==> src/rtl/sext_rr_arbiter_if.sv <==
`default_nettype none
// ============================================================================
// Module      : sext_rr_arbiter_if
// Description : Bundles the two byte requesters, the 32-bit result channel
//               and the transfer counter of sext_rr_arbiter.
//               slave  - arbiter side: takes requests and out_ready, drives
//                        the readies, the result and xfer_count.
//               master - environment side: the mirror image of slave.
// Ports       : none (clk and reset travel as plain ports on the arbiter).
// Revision    : 1.0 - initial release
// ============================================================================
interface sext_rr_arbiter_if;
    logic        req0_valid;
    logic [7:0]  req0_data;
    logic        req0_ready;
    logic        req1_valid;
    logic [7:0]  req1_data;
    logic        req1_ready;
    logic        out_valid;
    logic [31:0] out_data;
    logic        out_src;
    logic        out_ready;
    logic [15:0] xfer_count;

    modport slave (
        input  req0_valid, req0_data, req1_valid, req1_data, out_ready,
        output req0_ready, req1_ready, out_valid, out_data, out_src, xfer_count
    );

    modport master (
        output req0_valid, req0_data, req1_valid, req1_data, out_ready,
        input  req0_ready, req1_ready, out_valid, out_data, out_src, xfer_count
    );
endinterface
`default_nettype wire

==> src/rtl/sext_rr_arbiter.sv <==
`default_nettype none
// ============================================================================
// Module      : sext_rr_arbiter
// Description : Two-requester round-robin arbiter feeding one shared byte
//               extender (sign or zero, chosen per requester by ZERO_EXT)
//               and a single-entry output register. The output register
//               can drain and refill in the same cycle, so a continuously
//               ready consumer sees one result per cycle.
// Ports       : clk    - rising-edge clock
//               reset  - synchronous, active-high reset
//               bus    - sext_rr_arbiter_if.slave (requests, readies,
//                        result channel, xfer_count)
// Revision    : 1.0 - initial release
// ============================================================================
module sext_rr_arbiter #(
    parameter logic [1:0] ZERO_EXT = 2'b00
) (
    input  wire logic          clk,
    input  wire logic          reset,
    sext_rr_arbiter_if.slave   bus
);

    localparam logic c_ST_EMPTY = 1'b0;
    localparam logic c_ST_FULL  = 1'b1;

    logic        r_state;
    logic        r_ptr;      // requester favoured on the next contention
    logic [31:0] r_data;
    logic        r_src;
    logic [15:0] r_count;

    logic        w_can_accept;
    logic        w_grant;
    logic        w_accept;
    logic        w_take;
    logic [7:0]  w_sel_data;
    logic [31:0] w_ext_data;

    // A full register may be refilled in the very cycle it is drained.
    assign w_can_accept = (r_state == c_ST_EMPTY) || bus.out_ready;

    always_comb begin
        w_grant = 1'b0;
        if (bus.req0_valid && bus.req1_valid) begin
            w_grant = r_ptr;
        end else if (bus.req1_valid) begin
            w_grant = 1'b1;
        end
    end

    // Reset gates acceptance so no requester sees a ready while in reset.
    assign w_accept = !reset && w_can_accept && (bus.req0_valid || bus.req1_valid);
    assign w_take   = (r_state == c_ST_FULL) && bus.out_ready;

    assign w_sel_data = w_grant ? bus.req1_data : bus.req0_data;
    assign w_ext_data = ZERO_EXT[w_grant] ? {24'h000000, w_sel_data}
                                          : {{24{w_sel_data[7]}}, w_sel_data};

    assign bus.req0_ready = w_accept && !w_grant;
    assign bus.req1_ready = w_accept &&  w_grant;

    always_ff @(posedge clk) begin
        if (reset) begin
            r_state <= c_ST_EMPTY;
            r_ptr   <= 1'b0;
            r_data  <= 32'h0000_0000;
            r_src   <= 1'b0;
            r_count <= 16'h0000;
        end else begin
            if (w_take) begin
                r_count <= r_count + 16'd1;
            end
            if (w_accept) begin
                r_data <= w_ext_data;
                r_src  <= w_grant;
                r_ptr  <= ~w_grant;
            end
            case (r_state)
                c_ST_EMPTY: begin
                    if (w_accept) begin
                        r_state <= c_ST_FULL;
                    end
                end
                c_ST_FULL: begin
                    if (bus.out_ready && !w_accept) begin
                        r_state <= c_ST_EMPTY;
                    end
                end
                default: r_state <= c_ST_EMPTY;
            endcase
        end
    end

    assign bus.out_valid  = (r_state == c_ST_FULL);
    assign bus.out_data   = r_data;
    assign bus.out_src    = r_src;
    assign bus.xfer_count = r_count;

endmodule
`default_nettype wire

==> src/flat_wrapper.sv <==
// flat-port wrapper written by rule: the top's interface ports become plain ports
module sext_rr_arbiter_flat 
#(
    parameter logic [1:0] ZERO_EXT = 2'b00
)
  (clk, reset, bus_req0_valid, bus_req0_data, bus_req1_valid, bus_req1_data, bus_out_ready, bus_req0_ready, bus_req1_ready, bus_out_valid, bus_out_data, bus_out_src, bus_xfer_count);
  sext_rr_arbiter_if bus_i ();
  input  wire logic clk;
  input  wire logic reset;
  input wire logic [$bits(bus_i.req0_valid)-1:0] bus_req0_valid;
  input wire logic [$bits(bus_i.req0_data)-1:0] bus_req0_data;
  input wire logic [$bits(bus_i.req1_valid)-1:0] bus_req1_valid;
  input wire logic [$bits(bus_i.req1_data)-1:0] bus_req1_data;
  input wire logic [$bits(bus_i.out_ready)-1:0] bus_out_ready;
  output wire logic [$bits(bus_i.req0_ready)-1:0] bus_req0_ready;
  output wire logic [$bits(bus_i.req1_ready)-1:0] bus_req1_ready;
  output wire logic [$bits(bus_i.out_valid)-1:0] bus_out_valid;
  output wire logic [$bits(bus_i.out_data)-1:0] bus_out_data;
  output wire logic [$bits(bus_i.out_src)-1:0] bus_out_src;
  output wire logic [$bits(bus_i.xfer_count)-1:0] bus_xfer_count;
  assign bus_i.req0_valid = bus_req0_valid;
  assign bus_i.req0_data = bus_req0_data;
  assign bus_i.req1_valid = bus_req1_valid;
  assign bus_i.req1_data = bus_req1_data;
  assign bus_i.out_ready = bus_out_ready;
  assign bus_req0_ready = bus_i.req0_ready;
  assign bus_req1_ready = bus_i.req1_ready;
  assign bus_out_valid = bus_i.out_valid;
  assign bus_out_data = bus_i.out_data;
  assign bus_out_src = bus_i.out_src;
  assign bus_xfer_count = bus_i.xfer_count;
  sext_rr_arbiter #(.ZERO_EXT(ZERO_EXT)) u_core (.clk(clk), .reset(reset), .bus(bus_i));
endmodule
==> config.mk <==
export PLATFORM = sky130hd
export DESIGN_NAME = sext_rr_arbiter_flat
export DESIGN_NICKNAME = d
export VERILOG_FILES = /design/src/rtl/sext_rr_arbiter_if.sv /design/src/rtl/sext_rr_arbiter.sv /design/src/flat_wrapper.sv
export SDC_FILE = /design/constraint.sdc
export NUM_CORES = 1
export LEC_CHECK = 0
export BUFFER_PORTS_ARGS = -buffer_cell sky130_fd_sc_hd__buf_4
export CAP_MARGIN = 20
export CORE_ASPECT_RATIO = 0.9
export CORE_MARGIN = 3
export CORE_UTILIZATION = 35
export DETAILED_ROUTE_END_ITERATION = 7
export GPL_TIMING_DRIVEN = 0
export PLACE_DENSITY = 0.64
export SYNTH_ARGS = -nofsm -noshare
export SYNTH_HDL_FRONTEND = slang
export SYNTH_SLANG_ARGS = --single-unit
==> constraint.sdc <==
create_clock -name clk -period 1.7 [get_ports clk]
set_clock_uncertainty 0.1 [all_clocks]
set_input_delay 0.34 -clock clk [delete_from_list [all_inputs] [get_ports clk]]
set_output_delay 0.34 -clock clk [all_outputs]
set_load 0.01 [all_outputs]
==> reports/results.tsv <==
metric	value	unit
largest net degree at the start of global routing	27	
crit-path cells	and2b_2 -> nor3_4 -> and2_4 -> buf_6	
nets@finish	268	
post-route core utilization	0.589	
first-pass GRT wire length	5.24	mm
HPWL after detailed placement	2.50	mm
result of the run	finished with violations	
final wirelength	3.41	mm
library cells used by synthesis	33	
CP Data Required Time	1.26	ns
Num CTS Buffers	3	
Mean Syn Cell Area	8.80	um2
share of cells above drive strength 1	0.588	
Hold WC Path Type	primary input to flip-flop	
WP buf/inv	1	
most frequent cells in the layout	buf_4 (110), nor2_1 (21), dfxtp_1 (16), dfxtp_2 (9)	
number of global-route vias before repair	1162	
Die Span X	72.2	um
Worst Slack Setup Final	-0.0846	ns
hold slack	0.193	ns
Fmax achieved	560	MHz
asr flop ratio synth	0	
Final Cycle Share	1.05	
Slew Viols, Final	0	
most common cell after layout, fill and taps aside	buf_4	
setup violators final	4	
initial antenna violation count	0	
Longest Clk Path Bufs	2	
Top FF cell, synth	dfxtp_1	
GRT Total Usage	0.135	
GRT overflow	0	
synth-to-layout area growth	60.3	%
Hold Violations, Final	0	
DIE HEIGHT	65.6	um
wire length per cell	11.7	um
CP Launch Type	flip-flop	
leakage power	0.00105	uW
worst-margin pin slew	0.597	ns
min Tclk post-route	1.78	ns
first drt pass iteration count	2	
clock sink count	27	
critical path arrival	1.34	ns
ant diodes	0	
row cnt	21	
IO Count	73	
register bit total from synthesis	27	
Crit Path Class	flip-flop to output pin	
pwr dens	636	nW/um2
Die ar.	4740	um2
post-route ant nets	0	
Iter 0 DRT Violations	69	
H-tree depth	1	
Post-synth EDFFs	0	
Synth Net Count	179	
Yosys Warn Count	0	
root buffer cell	clkbuf_8	
Max transition margin	0.602	
Place WS	-0.311	ns
worst-path fanout max	5	
RSZ-0062 raised after global routing	true	
delay-heaviest family, CP	simple AND/OR/NAND/NOR gates	
Avg Vias per Cell	4.58	
failing checks	setup timing	
Crit. End Element	output pin	
Slowest cell on crit path	dfxtp_4	
CTS tree	yes	
Clock transition at path regs	0.09	ns
Synth Instances	157	
worst vdd ir	0.000506	V
Worst-Skew Late Latency	0.27	ns
peak per-stage delay on the critical path	0.36	ns
MaxCap Viol Count	0	
GPL Wtd Cong	0.728	
mapped cell area	1380	um2
IO Port Bufs	72	
# DRC	0	
Initial Util	0.368	
Seq/Total Area, Yosys	0.391	
via count	1333	
CORE AREA	3760	um2
Power, Total	1410	uW
==> cell families after synthesis <==
logic type	count (synthesis)	share of synthesized area
simple gates	58	0.220
buf+inv	32	0.160
flops	27	0.391
compound gates	21	0.0978
xor+xnor	10	0.0634
mux	8	0.0580
fa+ha+maj	1	0.00906
==> final timing paths <==
check	startpoint	endpoint	slack [ns]	depth (start not counted)
worst min-delay path	bus_req0_valid	u_core.bus.out_valid	0.19	3
worst max register to register	u_core.bus.out_valid	u_core.bus.xfer_count[15]	-0.02	6
worst min register to register	u_core.bus.xfer_count[15]	u_core.bus.xfer_count[15]	0.40	2
worst max-delay path	u_core.bus.out_valid	bus_req0_ready	-0.08	4
==> per-layer routing <==
metal  GRT usage  wire [um]  part of all wire
met3      0.0275        267             0.078
met5           0          0                 0
met4      0.0352         23            0.0067
met1       0.176       1580              0.46
met2       0.227       1530              0.45
==> sequential cells by signal, indices dropped and copies added (netlist names) <==
signal	flops
u_core.bus.out_data	8
u_core.bus.out_src	1
u_core.bus.out_valid	1
u_core.bus.xfer_count	16
u_core.r_ptr	1
==> through the flow <==
step	cells	cell area (um2)	setup TNS (ns)
floorplan	157	1390	0
global placement	275	1990	-0.947
detailed placement	275	1990	-0.941
CTS	284	2110	-0.172
global route	291	2210	-0.381
finish	291	2210	-0.182
==> worst reg2reg max path: cells and delay by family, from the launching register on <==
family                 cells  cell delay [ns]
AND/OR/NAND/NOR            3             0.80
flip-flops                 1             0.37
buffers and inverters      2             0.26
AO/OA/AOI/OAI              1             0.12
==> final cells by class <==
cell class | count | area (um2)
inverter | 1 | 3.75
tap | 46 | 57.6
clock inverter | 1 | 5.00
timing repair buffer | 86 | 649
multi-input combinational | 98 | 688
clock buffer | 3 | 41.3
sequential | 27 | 559
fill | 345 | 1540
buffer | 29 | 210
==> where the power goes <==
part           internal, uW  leakage (uW)  switching [uW]
combinational           221      0.000801             144
sequential              655      0.000225            25.4
clock                   164     0.0000255             199
total                  1040       0.00105             368
==> Yosys cell counts, drive strengths merged, types with 2 or more instances <==
cell type / instances / share of area
or4: 2 / 0.011
o21ai: 4 / 0.014
mux2i: 8 / 0.058
and4: 2 / 0.014
nand2: 7 / 0.019
clkbuf: 3 / 0.0082
buf: 28 / 0.15
nor3: 5 / 0.022
and3: 2 / 0.0091
nand3: 5 / 0.022
nor2: 21 / 0.057
xor2: 7 / 0.044
dfxtp: 27 / 0.39
nand4: 5 / 0.023
a21oi: 6 / 0.022
o31ai: 2 / 0.011
xnor2: 3 / 0.019
and2: 2 / 0.0091
or3: 3 / 0.015
a211oi: 8 / 0.043
==> repair_timing <==
item,CTS,global route
pin swaps,4,6
buffers inserted,6,8
cloned,0,0
resized for setup,12,20
endpoints found under the hold margin,0,0
hold buffers,0,0
setup endpoints to repair,31,7
Note: power is estimated with default switching activity, not from simulation.
